==> config.mk <==
export PLATFORM = sky130hd
export DESIGN_NAME = hazard_ctrl_flat
export DESIGN_NICKNAME = d
export VERILOG_FILES = /design/src/rtl/hazard_if.sv /design/src/rtl/hazard_ctrl.sv /design/src/flat_wrapper.sv
export SDC_FILE = /design/constraint.sdc
export NUM_CORES = 1
export LEC_CHECK = 0
export BUFFER_PORTS_ARGS = -buffer_cell sky130_fd_sc_hd__buf_2
export CORE_AREA = 3 3 80 82
export DETAILED_ROUTE_END_ITERATION = 7
export DIE_AREA = 0 0 83 85
export HOLD_SLACK_MARGIN = 0.08
export PLACE_DENSITY = 0.79
export SYNTH_ARGS = -nofsm -noshare
export SYNTH_HDL_FRONTEND = slang
export SYNTH_SLANG_ARGS = --single-unit
==> constraint.sdc <==
create_clock -name clk -period 3.5 [get_ports clk]
set_input_delay 0.525 -clock clk [delete_from_list [all_inputs] [get_ports clk]]
set_output_delay 0.525 -clock clk [all_outputs]
set_load 0.01 [all_outputs]
==> src/rtl/hazard_if.sv <==
// Hazard controller port bundle: datapath stage fields in,
// stall/flush/forwarding controls out.
interface hazard_if;
  logic [4:0]  rsD, rtD, rsE, rtE;
  logic [4:0]  writeregE, writeregM, writeregW;
  logic        regwriteE, regwriteM, regwriteW;
  logic        memtoregE, memtoregM;
  logic        branchD, divE, excM;
  logic        stallF, stallD, stallE, stallM, stallW;
  logic        flushD, flushE, flushM, flushW;
  logic        forwardAD, forwardBD;
  logic [1:0]  forwardAE, forwardBE;
  logic        div_busy, div_doneE;
  logic [31:0] stall_cnt;

  modport slave (
    input  rsD, rtD, rsE, rtE,
    input  writeregE, writeregM, writeregW,
    input  regwriteE, regwriteM, regwriteW,
    input  memtoregE, memtoregM,
    input  branchD, divE, excM,
    output stallF, stallD, stallE, stallM, stallW,
    output flushD, flushE, flushM, flushW,
    output forwardAD, forwardBD, forwardAE, forwardBE,
    output div_busy, div_doneE, stall_cnt
  );

  modport master (
    output rsD, rtD, rsE, rtE,
    output writeregE, writeregM, writeregW,
    output regwriteE, regwriteM, regwriteW,
    output memtoregE, memtoregM,
    output branchD, divE, excM,
    input  stallF, stallD, stallE, stallM, stallW,
    input  flushD, flushE, flushM, flushW,
    input  forwardAD, forwardBD, forwardAE, forwardBE,
    input  div_busy, div_doneE, stall_cnt
  );
endinterface

==> src/rtl/hazard_ctrl.sv <==
// 5-stage pipeline hazard/stall controller: load-use, branch,
// forwarding, multi-cycle divide sequencing and exception flush.
module hazard_ctrl #(
  parameter int DIV_CYCLES = 32
) (
  input logic clk,
  input logic rst,
  hazard_if.slave hz
);
  localparam int CW = (DIV_CYCLES > 2) ? $clog2(DIV_CYCLES) : 1;

  typedef enum logic [1:0] {IDLE, DIV, DONE} state_t;

  state_t        state, state_n;
  logic [CW-1:0] cnt, cnt_n;
  logic [31:0]   scnt;
  logic          div_st, lu, br, hz_st, stall_d;

  function automatic logic [1:0] fwd_e(
    input logic [4:0] s,
    input logic       wm,
    input logic [4:0] rm,
    input logic       ww,
    input logic [4:0] rw
  );
    logic hm, hw;
    hm = (s != 5'd0) && wm && (rm == s);
    hw = (s != 5'd0) && ww && (rw == s);
    fwd_e = 2'b00;
    priority case (1'b1)
      hm:      fwd_e = 2'b10;
      hw:      fwd_e = 2'b01;
      default: fwd_e = 2'b00;
    endcase
  endfunction

  function automatic logic br_hit(input logic [4:0] s);
    br_hit = (s != 5'd0) &&
      ((hz.regwriteE && hz.writeregE == s) ||
       (hz.memtoregM && hz.writeregM == s));
  endfunction

  always_ff @(posedge clk) begin
    if (rst) begin
      state <= IDLE;
      cnt   <= '0;
      scnt  <= '0;
    end else begin
      state <= state_n;
      cnt   <= cnt_n;
      if (stall_d) scnt <= scnt + 32'd1;
    end
  end

  always_comb begin
    state_n = state;
    cnt_n   = cnt;
    unique case (state)
      IDLE: if (hz.divE && !hz.excM) begin
        state_n = DIV;
        cnt_n   = CW'(DIV_CYCLES - 2);
      end
      DIV: begin
        if (cnt == '0) state_n = DONE;
        else cnt_n = cnt - CW'(1);
      end
      DONE: state_n = IDLE;
      default: state_n = IDLE;
    endcase
    if (hz.excM) state_n = IDLE;
  end

  // IDLE+divE stalls immediately so the total stall is DIV_CYCLES
  always_comb begin
    div_st = (state == DIV) ||
             (state == IDLE && hz.divE);
    lu = (state != DIV) && hz.memtoregE &&
         (hz.rtE != 5'd0) &&
         (hz.rtE == hz.rsD || hz.rtE == hz.rtD);
    br = (state != DIV) && hz.branchD &&
         (br_hit(hz.rsD) || br_hit(hz.rtD));
    hz_st   = lu || br;
    stall_d = !hz.excM && (div_st || hz_st);
  end

  always_comb begin
    hz.stallF    = 1'b0;
    hz.stallD    = 1'b0;
    hz.stallE    = 1'b0;
    hz.stallM    = 1'b0;
    hz.stallW    = 1'b0;
    hz.flushD    = 1'b0;
    hz.flushE    = 1'b0;
    hz.flushM    = 1'b0;
    hz.flushW    = 1'b0;
    hz.forwardAD = 1'b0;
    hz.forwardBD = 1'b0;
    hz.forwardAE = 2'b00;
    hz.forwardBE = 2'b00;
    hz.div_busy  = 1'b0;
    hz.div_doneE = 1'b0;
    hz.stall_cnt = '0;
    if (!rst) begin
      if (hz.excM) begin
        hz.flushD = 1'b1;
        hz.flushE = 1'b1;
        hz.flushM = 1'b1;
        hz.flushW = 1'b1;
      end else begin
        hz.stallF = stall_d;
        hz.stallD = stall_d;
        hz.stallE = div_st;
        hz.flushE = hz_st;
        hz.flushM = div_st;
      end
      hz.forwardAD = (hz.rsD != 5'd0) && hz.regwriteM &&
                     (hz.writeregM == hz.rsD);
      hz.forwardBD = (hz.rtD != 5'd0) && hz.regwriteM &&
                     (hz.writeregM == hz.rtD);
      hz.forwardAE = fwd_e(hz.rsE, hz.regwriteM, hz.writeregM,
                           hz.regwriteW, hz.writeregW);
      hz.forwardBE = fwd_e(hz.rtE, hz.regwriteM, hz.writeregM,
                           hz.regwriteW, hz.writeregW);
      hz.div_busy  = (state == DIV);
      hz.div_doneE = (state == DONE);
      hz.stall_cnt = scnt;
    end
  end
endmodule

==> src/flat_wrapper.sv <==
// flat-port wrapper written by rule: the top's interface ports become plain ports
module hazard_ctrl_flat 
#(
  parameter int DIV_CYCLES = 32
)
  (clk, rst, hz_rsD, hz_rtD, hz_rsE, hz_rtE, hz_writeregE, hz_writeregM, hz_writeregW, hz_regwriteE, hz_regwriteM, hz_regwriteW, hz_memtoregE, hz_memtoregM, hz_branchD, hz_divE, hz_excM, hz_stallF, hz_stallD, hz_stallE, hz_stallM, hz_stallW, hz_flushD, hz_flushE, hz_flushM, hz_flushW, hz_forwardAD, hz_forwardBD, hz_forwardAE, hz_forwardBE, hz_div_busy, hz_div_doneE, hz_stall_cnt);
  hazard_if hz_i ();
  input logic clk;
  input logic rst;
  input wire logic [$bits(hz_i.rsD)-1:0] hz_rsD;
  input wire logic [$bits(hz_i.rtD)-1:0] hz_rtD;
  input wire logic [$bits(hz_i.rsE)-1:0] hz_rsE;
  input wire logic [$bits(hz_i.rtE)-1:0] hz_rtE;
  input wire logic [$bits(hz_i.writeregE)-1:0] hz_writeregE;
  input wire logic [$bits(hz_i.writeregM)-1:0] hz_writeregM;
  input wire logic [$bits(hz_i.writeregW)-1:0] hz_writeregW;
  input wire logic [$bits(hz_i.regwriteE)-1:0] hz_regwriteE;
  input wire logic [$bits(hz_i.regwriteM)-1:0] hz_regwriteM;
  input wire logic [$bits(hz_i.regwriteW)-1:0] hz_regwriteW;
  input wire logic [$bits(hz_i.memtoregE)-1:0] hz_memtoregE;
  input wire logic [$bits(hz_i.memtoregM)-1:0] hz_memtoregM;
  input wire logic [$bits(hz_i.branchD)-1:0] hz_branchD;
  input wire logic [$bits(hz_i.divE)-1:0] hz_divE;
  input wire logic [$bits(hz_i.excM)-1:0] hz_excM;
  output wire logic [$bits(hz_i.stallF)-1:0] hz_stallF;
  output wire logic [$bits(hz_i.stallD)-1:0] hz_stallD;
  output wire logic [$bits(hz_i.stallE)-1:0] hz_stallE;
  output wire logic [$bits(hz_i.stallM)-1:0] hz_stallM;
  output wire logic [$bits(hz_i.stallW)-1:0] hz_stallW;
  output wire logic [$bits(hz_i.flushD)-1:0] hz_flushD;
  output wire logic [$bits(hz_i.flushE)-1:0] hz_flushE;
  output wire logic [$bits(hz_i.flushM)-1:0] hz_flushM;
  output wire logic [$bits(hz_i.flushW)-1:0] hz_flushW;
  output wire logic [$bits(hz_i.forwardAD)-1:0] hz_forwardAD;
  output wire logic [$bits(hz_i.forwardBD)-1:0] hz_forwardBD;
  output wire logic [$bits(hz_i.forwardAE)-1:0] hz_forwardAE;
  output wire logic [$bits(hz_i.forwardBE)-1:0] hz_forwardBE;
  output wire logic [$bits(hz_i.div_busy)-1:0] hz_div_busy;
  output wire logic [$bits(hz_i.div_doneE)-1:0] hz_div_doneE;
  output wire logic [$bits(hz_i.stall_cnt)-1:0] hz_stall_cnt;
  assign hz_i.rsD = hz_rsD;
  assign hz_i.rtD = hz_rtD;
  assign hz_i.rsE = hz_rsE;
  assign hz_i.rtE = hz_rtE;
  assign hz_i.writeregE = hz_writeregE;
  assign hz_i.writeregM = hz_writeregM;
  assign hz_i.writeregW = hz_writeregW;
  assign hz_i.regwriteE = hz_regwriteE;
  assign hz_i.regwriteM = hz_regwriteM;
  assign hz_i.regwriteW = hz_regwriteW;
  assign hz_i.memtoregE = hz_memtoregE;
  assign hz_i.memtoregM = hz_memtoregM;
  assign hz_i.branchD = hz_branchD;
  assign hz_i.divE = hz_divE;
  assign hz_i.excM = hz_excM;
  assign hz_stallF = hz_i.stallF;
  assign hz_stallD = hz_i.stallD;
  assign hz_stallE = hz_i.stallE;
  assign hz_stallM = hz_i.stallM;
  assign hz_stallW = hz_i.stallW;
  assign hz_flushD = hz_i.flushD;
  assign hz_flushE = hz_i.flushE;
  assign hz_flushM = hz_i.flushM;
  assign hz_flushW = hz_i.flushW;
  assign hz_forwardAD = hz_i.forwardAD;
  assign hz_forwardBD = hz_i.forwardBD;
  assign hz_forwardAE = hz_i.forwardAE;
  assign hz_forwardBE = hz_i.forwardBE;
  assign hz_div_busy = hz_i.div_busy;
  assign hz_div_doneE = hz_i.div_doneE;
  assign hz_stall_cnt = hz_i.stall_cnt;
  hazard_ctrl #(.DIV_CYCLES(DIV_CYCLES)) u_core (.clk(clk), .rst(rst), .hz(hz_i));
endmodule
==> impl_metrics.json <==
{
  "hold-worst-slack_ps": 488.5,
  "syn_avg_cell_area_um2": 7.706,
  "fin_nets": 507,
  "tightestPinTransition_ps": 728.0,
  "drive_gt1_share_pct": 26.09,
  "cp.required_ps": 2970,
  "synth_edf_count": 0,
  "post-route-util_pct": 60.74,
  "hold_violations": 0,
  "ios": 94,
  "cts_buffers": 5,
  "power_density_nw_per_um2": 298.6,
  "finalCriticalPeriod_ps": 2945,
  "clockBufferDepth": 2,
  "tns_ps": 0,
  "dr.pass1.iters": 4,
  "hold_end": "u_core.scnt[31]",
  "p_int_uw": 766.2,
  "post-synth-top-count-cell": "dfxtp_1",
  "wirelength_um": 7562,
  "period_share_pct": 84.13,
  "start_util_pct": 50.88,
  "grt_pass1_vias": 2768,
  "cts_resized": 0,
  "h-tree-depth": 2,
  "synthArstFlopShare_pct": 0,
  "reg2regPathDepth": 8,
  "cts.clk_slew.worst_paths_ps": 80,
  "first_iter_violations": 132,
  "peakVddDrop_v": 0.0001945,
  "diodes": 0,
  "fillers": 545,
  "finClkSkew_ps": 6.337,
  "avgViaCountPerCell": 5.669,
  "setup.worst_path.end_class": "primary output",
  "cts_sinks": 39,
  "min_from": "u_core.scnt[31]",
  "synth_top_area_share_pct": 26.38,
  "fp.dieW_um": 83,
  "cap_violations": 0,
  "gp_congestion": 0.8858,
  "area_delta_synth_final_pct": 19.37,
  "grt_setup_unrepaired": "no",
  "ys.flop_type": "dfxtp_1",
  "grt_pass1_wl_um": 12500,
  "hp-class": "register to register",
  "grt_use_total_pct": 20.87,
  "cp-start-kind": "input port",
  "status": "complete, no violations",
  "io_buffers": 91,
  "grt_max_degree": 35,
  "p_comb_share_pct": 19.3,
  "setup_viol": 0,
  "rr_startpoint": "u_core.state[1]",
  "seqPwrFrac_pct": 43.5,
  "std_cell_rows": 28,
  "synth_common_cells": "39 x dfxtp_1, 35 x nor2b_1, 35 x xnor2_1",
  "max_slew_margin_pct": 51.02,
  "cts_setup_buffers": 0,
  "die_area_um2": 7055,
  "core_area_um2": 5816,
  "grt_antenna_before_repair": 0,
  "synthCells": 384,
  "die_y_um": 85,
  "yosysWarnings": 0,
  "ys_seq_area_share_pct": 26.38,
  "power_frac_clock_pct": 37.2,
  "min_delay_path_depth": 2,
  "synthTopCellsByArea": "dfxtp_1 26%, xnor2_1 10%, nor2b_1 7.4%",
  "yosysTopAreaCell": "dfxtp_1",
  "critPathMaxFanout": 16,
  "place_inst": 527,
  "finalPower_mw": 1.055,
  "r2r_slack_ps": 970,
  "wl_per_cell_um": 14.13,
  "root_buffer": "clkbuf_8",
  "clock_latency_ps": 290,
  "leakagePower_nw": 1.486,
  "p_sw_uw": 288.5,
  "worstReg2RegEnd": "u_core.scnt[6]",
  "ctsHoldBuffers": 0,
  "p_sw_share_pct": 27.35,
  "synth_cell_types": 46,
  "dp_hpwl_um": 5898,
  "worstSetupPathType": "input port to primary output",
  "ant_nets": 0,
  "cts_tree": "yes",
  "maxSlewViolCount": 0,
  "critical_path_arrival_ps": 2420,
  "overflow": 0,
  "vias": 3033,
  "fmax_mhz": 339.6,
  "ys_ff_latch": 39,
  "drcViolationCount": 0,
  "syn_area_um2": 2959,
  "fin_cells": 535
}
[placed cells by master, fill, tap and decap left out, types with 2 or more instances in the layout]
master | synthesis | final
buf_2 | 6 | 91
dfxtp_1 | 39 | 39
nor2b_1 | 35 | 35
xnor2_1 | 35 | 35
nand2_1 | 30 | 30
nor2_1 | 28 | 28
or4_1 | 21 | 21
xor2_1 | 19 | 19
a21oi_1 | 19 | 19
nand3_1 | 18 | 18
o21ai_0 | 14 | 14
nor4_1 | 12 | 12
nand4_1 | 10 | 10
nor3_1 | 9 | 9
mux2_2 | 9 | 9
or3_1 | 7 | 7
inv_1 | 6 | 6
o31ai_1 | 6 | 6
clkbuf_8 | 0 | 6
and3_1 | 5 | 5
buf_4 | 4 | 4
nand2b_1 | 3 | 3
a211oi_1 | 3 | 3
ha_1 | 3 | 3
nor3b_1 | 2 | 2
o211a_1 | 2 | 2
o41ai_1 | 2 | 2
conb_1 | 1 | 2
[sequential cells by signal, summed over array words and instances, names as in the netlist]
register / cells
u_core.scnt: 32
u_core.state: 2
u_core.cnt: 5
[cell type report]
| class | instances | area [um^2] | share of cell area (%) |
|---|---|---|---|
| sequential | 39 | 780.7 | 22.10 |
| tap | 75 | 93.84 | 2.657 |
| timing repair buffer | 95 | 485.5 | 13.74 |
| clock buffer | 6 | 82.58 | 2.338 |
| clock inverter | 2 | 35.03 | 0.9919 |
| multi-input combinational | 312 | 2032 | 57.53 |
| inverter | 6 | 22.52 | 0.6376 |
[worst max path at each step]
stage | startpoint | to | depth (start not counted)
2_1_floorplan | hz_rtE[0] | hz_stallF | 10
3_3_place_gp | hz_rsD[1] | hz_stallD | 9
3_5_place_dp | hz_rtE[0] | hz_stallF | 9
4_1_cts | hz_rtE[0] | hz_stallF | 9
5_1_grt | hz_rtE[0] | hz_stallD | 9
6_report | hz_rtE[0] | hz_stallF | 9
[routing by layer]
| layer | global-route usage [%] | wire length [um] | vias up |
|---|---|---|---|
| li1 | - | - | 1511 |
| met1 | 25.61 | 3320 | 1421 |
| met2 | 37.97 | 3778 | 90 |
| met3 | 3.689 | 380 | 11 |
| met4 | 4.903 | 82 | 0 |
| met5 | 0 | 0 | - |
[metrics by stage]
stage	setup slack, ps	cell area [um^2]
detailed placement	585.4	3415
global route	440.3	3532
finish	555.4	3532
global placement	656.3	3415
CTS	578.7	3532
floorplan	516.3	2963
[worst max-delay path: stages]
cell and delay (ps):
buf_2 140, or4_1 510, nor2_1 200, nor2_1 90, a22oi_2 290, and2_1 200
buf_4 200, nor3_1 90, buf_2 170
[power by group through the flow]
stage | combinational, mW | sequential (mW) | clock [mW]
CTS | 0.202 | 0.458 | 0.401
finish | 0.204 | 0.458 | 0.392
global placement | 0.195 | 0.468 | 0
floorplan | 0.135 | 0.467 | 0
detailed placement | 0.201 | 0.468 | 0
global route | 0.224 | 0.459 | 0.418
[cell families after synthesis]
group	Yosys count	synth area share, %
multiplexers	9	3.425
buffers and inverters	34	5.074
flip-flops	39	26.38
AO/OA/AOI/OAI	53	11.16
XOR/XNOR	54	15.98
adder cells (fa/ha/maj)	3	1.269
AND/OR/NAND/NOR	191	36.58
other	1	0.1267
(Power assumes the default switching activity.)
